## src/rtl/dmem_responder_pkg.sv

```systemverilog
// Shared definitions for the data-memory responder: state encoding, widths,
// and the alignment helper used by the access stage.
package dmem_responder_pkg;

  localparam int DMEM_ADDR_W = 8;
  localparam int BYTE_OFF_W  = 2;
  localparam int DATA_W      = 32;
  localparam int CNT_W       = 4;

  typedef enum logic [1:0] {
    ST_IDLE = 2'd0,
    ST_BUSY = 2'd1,
    ST_RESP = 2'd2
  } state_e;

  function automatic logic is_misaligned(input logic [BYTE_OFF_W-1:0] byte_off);
    return byte_off != '0;
  endfunction

endpackage

```

## src/rtl/dmem_array.sv

```systemverilog
// Word storage: one synchronous write port, one combinational read port,
// every word cleared by the asynchronous reset.
module dmem_array
  import dmem_responder_pkg::*;
#(
  parameter int ADDR_W = DMEM_ADDR_W
) (
  input  logic                       clk,
  input  logic                       areset,
  input  logic                       we,
  input  logic [ADDR_W-BYTE_OFF_W-1:0] waddr,
  input  logic [DATA_W-1:0]          wdata,
  input  logic [ADDR_W-BYTE_OFF_W-1:0] raddr,
  output logic [DATA_W-1:0]          rdata
);

  localparam int WORDS = 2 ** (ADDR_W - BYTE_OFF_W);

  logic [DATA_W-1:0] mem_q [WORDS];

  always_ff @(posedge clk or negedge areset) begin
    if (!areset) begin
      for (int i = 0; i < WORDS; i++) begin
        mem_q[i] <= '0;
      end
    end else if (we) begin
      mem_q[waddr] <= wdata;
    end
  end

  assign rdata = mem_q[raddr];

endmodule

```

## src/rtl/dmem_responder.sv

```systemverilog
// Valid/ready data-memory responder: one outstanding request, programmable
// access latency, response held until the initiator accepts it.
module dmem_responder
  import dmem_responder_pkg::*;
#(
  parameter int ADDR_W  = DMEM_ADDR_W,
  parameter int LATENCY = 2
) (
  input  logic              clk,
  input  logic              areset,
  input  logic              req_valid,
  output logic              req_ready,
  input  logic              req_write,
  input  logic [ADDR_W-1:0] req_addr,
  input  logic [DATA_W-1:0] req_wdata,
  output logic              rsp_valid,
  input  logic              rsp_ready,
  output logic [DATA_W-1:0] rsp_rdata,
  output logic              rsp_err
);

  localparam int               IDX_W    = ADDR_W - BYTE_OFF_W;
  localparam logic [CNT_W-1:0] CNT_LOAD = CNT_W'(LATENCY - 1);

  state_e             state_q, state_d;
  logic [CNT_W-1:0]   cnt_q, cnt_d;
  logic [DATA_W-1:0]  rdata_q, rdata_d;
  logic               err_q, err_d;

  logic               wr_q;
  logic [ADDR_W-1:0]  addr_q;
  logic [DATA_W-1:0]  wdata_q;

  logic               capture;
  logic               mem_we;
  logic [DATA_W-1:0]  mem_rdata;
  logic [IDX_W-1:0]   word_idx;

  assign word_idx = addr_q[ADDR_W-1:BYTE_OFF_W];

  dmem_array #(
    .ADDR_W (ADDR_W)
  ) u_array (
    .clk    (clk),
    .areset (areset),
    .we     (mem_we),
    .waddr  (word_idx),
    .wdata  (wdata_q),
    .raddr  (word_idx),
    .rdata  (mem_rdata)
  );

  always_comb begin
    state_d = state_q;
    cnt_d   = cnt_q;
    rdata_d = rdata_q;
    err_d   = err_q;
    capture = 1'b0;
    mem_we  = 1'b0;
    case (state_q)
      ST_IDLE: begin
        if (req_valid) begin
          capture = 1'b1;
          cnt_d   = CNT_LOAD;
          state_d = ST_BUSY;
        end
      end
      ST_BUSY: begin
        if (cnt_q != '0) begin
          cnt_d = cnt_q - 1'b1;
        end else begin
          // Access happens on the edge that enters RESP; misaligned requests never touch storage.
          state_d = ST_RESP;
          if (is_misaligned(addr_q[BYTE_OFF_W-1:0])) begin
            rdata_d = '0;
            err_d   = 1'b1;
          end else begin
            err_d   = 1'b0;
            rdata_d = wr_q ? '0 : mem_rdata;
            mem_we  = wr_q;
          end
        end
      end
      ST_RESP: begin
        if (rsp_ready) begin
          state_d = ST_IDLE;
        end
      end
      default: state_d = ST_IDLE;
    endcase
  end

  always_ff @(posedge clk or negedge areset) begin
    if (!areset) begin
      state_q <= ST_IDLE;
      cnt_q   <= '0;
      rdata_q <= '0;
      err_q   <= 1'b0;
    end else begin
      state_q <= state_d;
      cnt_q   <= cnt_d;
      rdata_q <= rdata_d;
      err_q   <= err_d;
    end
  end

  // Request payload is only meaningful while BUSY, so it carries no reset.
  always_ff @(posedge clk) begin
    if (capture) begin
      wr_q    <= req_write;
      addr_q  <= req_addr;
      wdata_q <= req_wdata;
    end
  end

  assign req_ready = (state_q == ST_IDLE);
  assign rsp_valid = (state_q == ST_RESP);
  assign rsp_rdata = rdata_q;
  assign rsp_err   = err_q;

endmodule

```

## config.mk

```make
export PLATFORM = sky130hd
export DESIGN_NAME = dmem_responder
export DESIGN_NICKNAME = d
export VERILOG_FILES = /design/src/rtl/dmem_responder_pkg.sv /design/src/rtl/dmem_array.sv /design/src/rtl/dmem_responder.sv
export SDC_FILE = /design/constraint.sdc
export NUM_CORES = 2
export LEC_CHECK = 0
export ABC_CLOCK_PERIOD_IN_PS = 7300
export CAP_MARGIN = 20
export CORE_MARGIN = 1.5
export CORE_UTILIZATION = 40
export DETAILED_ROUTE_END_ITERATION = 12
export GPL_TIMING_DRIVEN = 0
export PLACE_DENSITY_LB_ADDON = 0.3
export SLEW_MARGIN = 15
export SYNTH_ARGS = -nofsm -noshare
export SYNTH_HDL_FRONTEND = slang
export SYNTH_SLANG_ARGS = --single-unit
```

## constraint.sdc

```tcl
create_clock -name clk -period 7.3 [get_ports clk]
set_input_delay 1.46 -clock clk [delete_from_list [all_inputs] [get_ports clk]]
set_output_delay 1.46 -clock clk [all_outputs]
set_load 0.01 [all_outputs]
```

==> results_dict.tcl <==
set metrics [dict create \
    status "finished clean" \
    grt_usage_pct 27.14 \
    clk_latency_ns 0.89 \
    setup_violations 0 \
    crit_top_cell "clkbuf_1" \
    start_kind "flip-flop" \
    setup_tns_ns 0 \
    cts_resized 0 \
    pre_cts_ws_ns 2.171 \
    grt_pass1_wl_mm 478.8 \
    syn_to_final_growth_pct 13.65 \
    io_pins 80 \
    slew_headroom_pct 9.632 \
    path_buf_inv 3 \
    crit_type "reg2reg" \
    synth_area_leader_cell "dfrtp_1" \
    reg2reg_slack_ns 2.02 \
    synth_ff_type "dfrtp_1" \
    cts_sinks 2128 \
    cp_top_family "buffers and inverters" \
    postCtsSetupRepairBufs 0 \
    htreeDepth 4 \
    hold_path.class "in2async" \
    fillers 21320 \
    drv_slew 0 \
    stdcell_count 10770 \
    rsz0062_at_grt "false" \
    ys_ff_latch 2128 \
    ir_drop_v 0.0002391 \
    cts_tree "done" \
    drcViolationCount 0 \
    rows 179 \
    max_freq_mhz 189.4 \
    syn_nets 7086 \
    final_hold_viol_count 0 \
    p_leak_nw 52.54 \
    multi_input_area_mm2 0.03965 \
    grt_overflow_total 0 \
    clk_pin_slew_ns 0.06 \
    power_density_mw_per_mm2 263.9 \
    cts_root_buf "clkbuf_16" \
    placed_cells_incl_taps 10330 \
    synth.area.top_cells "dfrtp_1 54%, mux2_2 22%, mux2i_1 5.1%, mux2_1 2.4%, a22oi_1 1.4%" \
    drt_iter0_drc 6254 \
    dp.final_hpwl_mm 248.0 \
    path_cells "buf_2, clkbuf_1, clkbuf_1, nand3b_1, a21oi_1, a2111oi_0, nand4b_1, nor4bb_1, o21ai_0" \
    synth_edf_count 41 \
    postRouteWirelength_mm 333.6 \
    period_share_pct 72.33 \
    die_h_um 493.6 \
    io_buffers 79 \
    final_layout_size_suffix_gt1_share_pct 35.93 \
    die_w_um 493.6 \
    period_minus_slack_ns 5.280 \
    ctsHoldBuffers 0 \
    initial_core_util_pct 40.37 \
    final-seq-area_mm2 0.05346 \
    ys_seq_area_share_pct 55.51 \
    cp_slowest_cell "a2111oi_0" \
    avgViaCountPerCell 5.948 \
    utilization_pct 45.88 \
    die_area_mm2 0.2437 \
    grt_max_degree 161 \
    worstPathRequired_ns 8.05 \
    async_flop_share_pct 98.07 \
    tightest_slew_ns 1.351 \
    fin_skew_ns 0.04469 \
    cts_buffers 221 \
    cts_buffer_depth 3 \
    grt_pass1_vias 66190 \
    postSynthCellCount 7039 \
    yosysTopAreaCellShare_pct 54.24 \
    yosysWarningCount 0 \
    gp_congestion 0.9658 \
    nets 7436 \
    max-cap-violations 0 \
    end_kind "flip-flop" \
    cp.arrival_ns 6.03 \
    path_max_fanout 10 \
    synth_cell_type_count 59 \
    antenna_found_initial 28 \
    cpPeakStageDelay_ns 0.95 \
    avgSynthCellArea_um2 13.68 \
    ant_nets 0 \
    worst_slack_ns 2.020 \
    first_pass_iters 6 \
    core_mm2 0.2385 \
    wl_per_cell_um 30.99 \
    vias 64030 \
    netlist_area_mm2 0.09629 \
]
cell usage in the layout, fill, tap and decap left out, types with 15 or more instances in the layout:
| cell | Yosys | layout |
|---|---|---|
| nand3_1 | 60 | 60 |
| nor2_1 | 86 | 78 |
| clkinv_2 | 0 | 40 |
| mux4_2 | 23 | 23 |
| o21ai_0 | 101 | 101 |
| a2111oi_0 | 29 | 29 |
| a32o_1 | 29 | 29 |
| buf_2 | 269 | 277 |
| clkbuf_1 | 367 | 413 |
| diode_2 | 0 | 25 |
| nor4bb_1 | 29 | 23 |
| clkbuf_16 | 0 | 225 |
| o31ai_1 | 59 | 53 |
| nand2_1 | 110 | 110 |
| mux2_1 | 201 | 201 |
| buf_16 | 0 | 17 |
| buf_1 | 66 | 64 |
| mux2i_1 | 486 | 486 |
| nor2b_1 | 33 | 33 |
| or3b_2 | 58 | 58 |
| a22o_1 | 128 | 128 |
| clkbuf_8 | 0 | 47 |
| buf_4 | 40 | 54 |
| a21oi_1 | 93 | 93 |
| edfxtp_1 | 41 | 41 |
| a22oi_1 | 184 | 184 |
| nand3b_1 | 59 | 59 |
| o22a_1 | 87 | 87 |
| bufinv_16 | 0 | 15 |
| nor2_2 | 23 | 31 |
| clkdlybuf4s50_1 | 0 | 78 |
| a221oi_1 | 128 | 128 |
| nand4_1 | 30 | 30 |
| o211ai_1 | 31 | 31 |
| dfrtp_1 | 2087 | 2087 |
| mux2_2 | 1854 | 1854 |
| o22ai_1 | 182 | 182 |
kinds of logic (layout without fill, tap and decap cells):
family | Yosys count | after routing | share of synthesized area (%)
buf+inv | 747 | 1282 | 3.417
xor+xnor | 2 | 2 | 0.01819
compound gates | 1064 | 1064 | 8.126
flops | 2128 | 2128 | 55.51
mux | 2564 | 2564 | 29.62
simple gates | 532 | 532 | 3.277
fa+ha+maj | 2 | 2 | 0.02598
other cells | 0 | 25 | 0
final timing paths:
check | startpoint | end | depth (start not counted)
max in group asynchronous | areset | u_array.mem_q[1703] | 5
worst min-delay path | areset | u_array.mem_q[602] | 1
worst min register to register | rsp_rdata[3] | rsp_rdata[3] | 2
min in group clk | rsp_rdata[3] | rsp_rdata[3] | 2
worst max register to register | addr_q[3] | rsp_rdata[1] | 9
worst max-delay path | addr_q[3] | rsp_rdata[1] | 9
final cells by class:
class,count,share of cell area (%)
Sequential cell,2128,48.85
Multi-Input combinational cell,4164,36.23
Clock buffer,331,5.938
Tap cell,3167,3.621
Buffer,742,3.009
Timing Repair Buffer,127,1.385
Clock inverter,77,0.8952
Antenna cell,25,0.05716
Inverter,5,0.01715
stage by stage:
| stage | instance area (um^2) | hold slack, ns | total power, W |
|---|---|---|---|
| global placement | 101000 | 0.4629 | 0.01724 |
| floorplan | 96290 | 0.4524 | 0.01473 |
| CTS | 109300 | 0.3562 | 0.02888 |
| finish | 109400 | 0.4085 | 0.02888 |
| global route | 109400 | 0.3911 | 0.02962 |
| detailed placement | 101800 | 0.4748 | 0.01731 |
synthesized netlist by cell type (40+ instances only):
library cell / n
a22oi_1: 184
buf_2: 269
nand2_1: 110
mux2_1: 201
a22o_1: 128
edfxtp_1: 41
o22a_1: 87
mux2_2: 1854
a221oi_1: 128
clkbuf_1: 367
buf_1: 66
o22ai_1: 182
dfrtp_1: 2087
mux2i_1: 486
a21oi_1: 93
nand3_1: 60
nand3b_1: 59
or3b_2: 58
nor2_1: 86
o21ai_0: 101
buf_4: 40
o31ai_1: 59
report_power, final:
group          switching (W)  total (W)  internal [W]
Sequential          0.000232     0.0124        0.0122
Combinational        0.00369    0.00477       0.00108
Clock                0.00498     0.0117       0.00669
Total                0.00890     0.0289        0.0200
sequential cells by signal, indices dropped and copies added, names as in the netlist:
signal         cells
u_array.mem_q   2048
rsp_rdata         32
wdata_q           32
addr_q             8
cnt_q              4
state_q            2
rsp_err            1
wr_q               1
metal layers:
layer	GRT usage [%]	up-vias	share of wire, %
li1	-	26770	-
met1	35.21	34100	41
met2	43.15	2513	46
met3	6.065	643	7.6
met4	12.60	8	5.0
met5	0.3718	-	0.049
(Power assumes the default switching activity.)
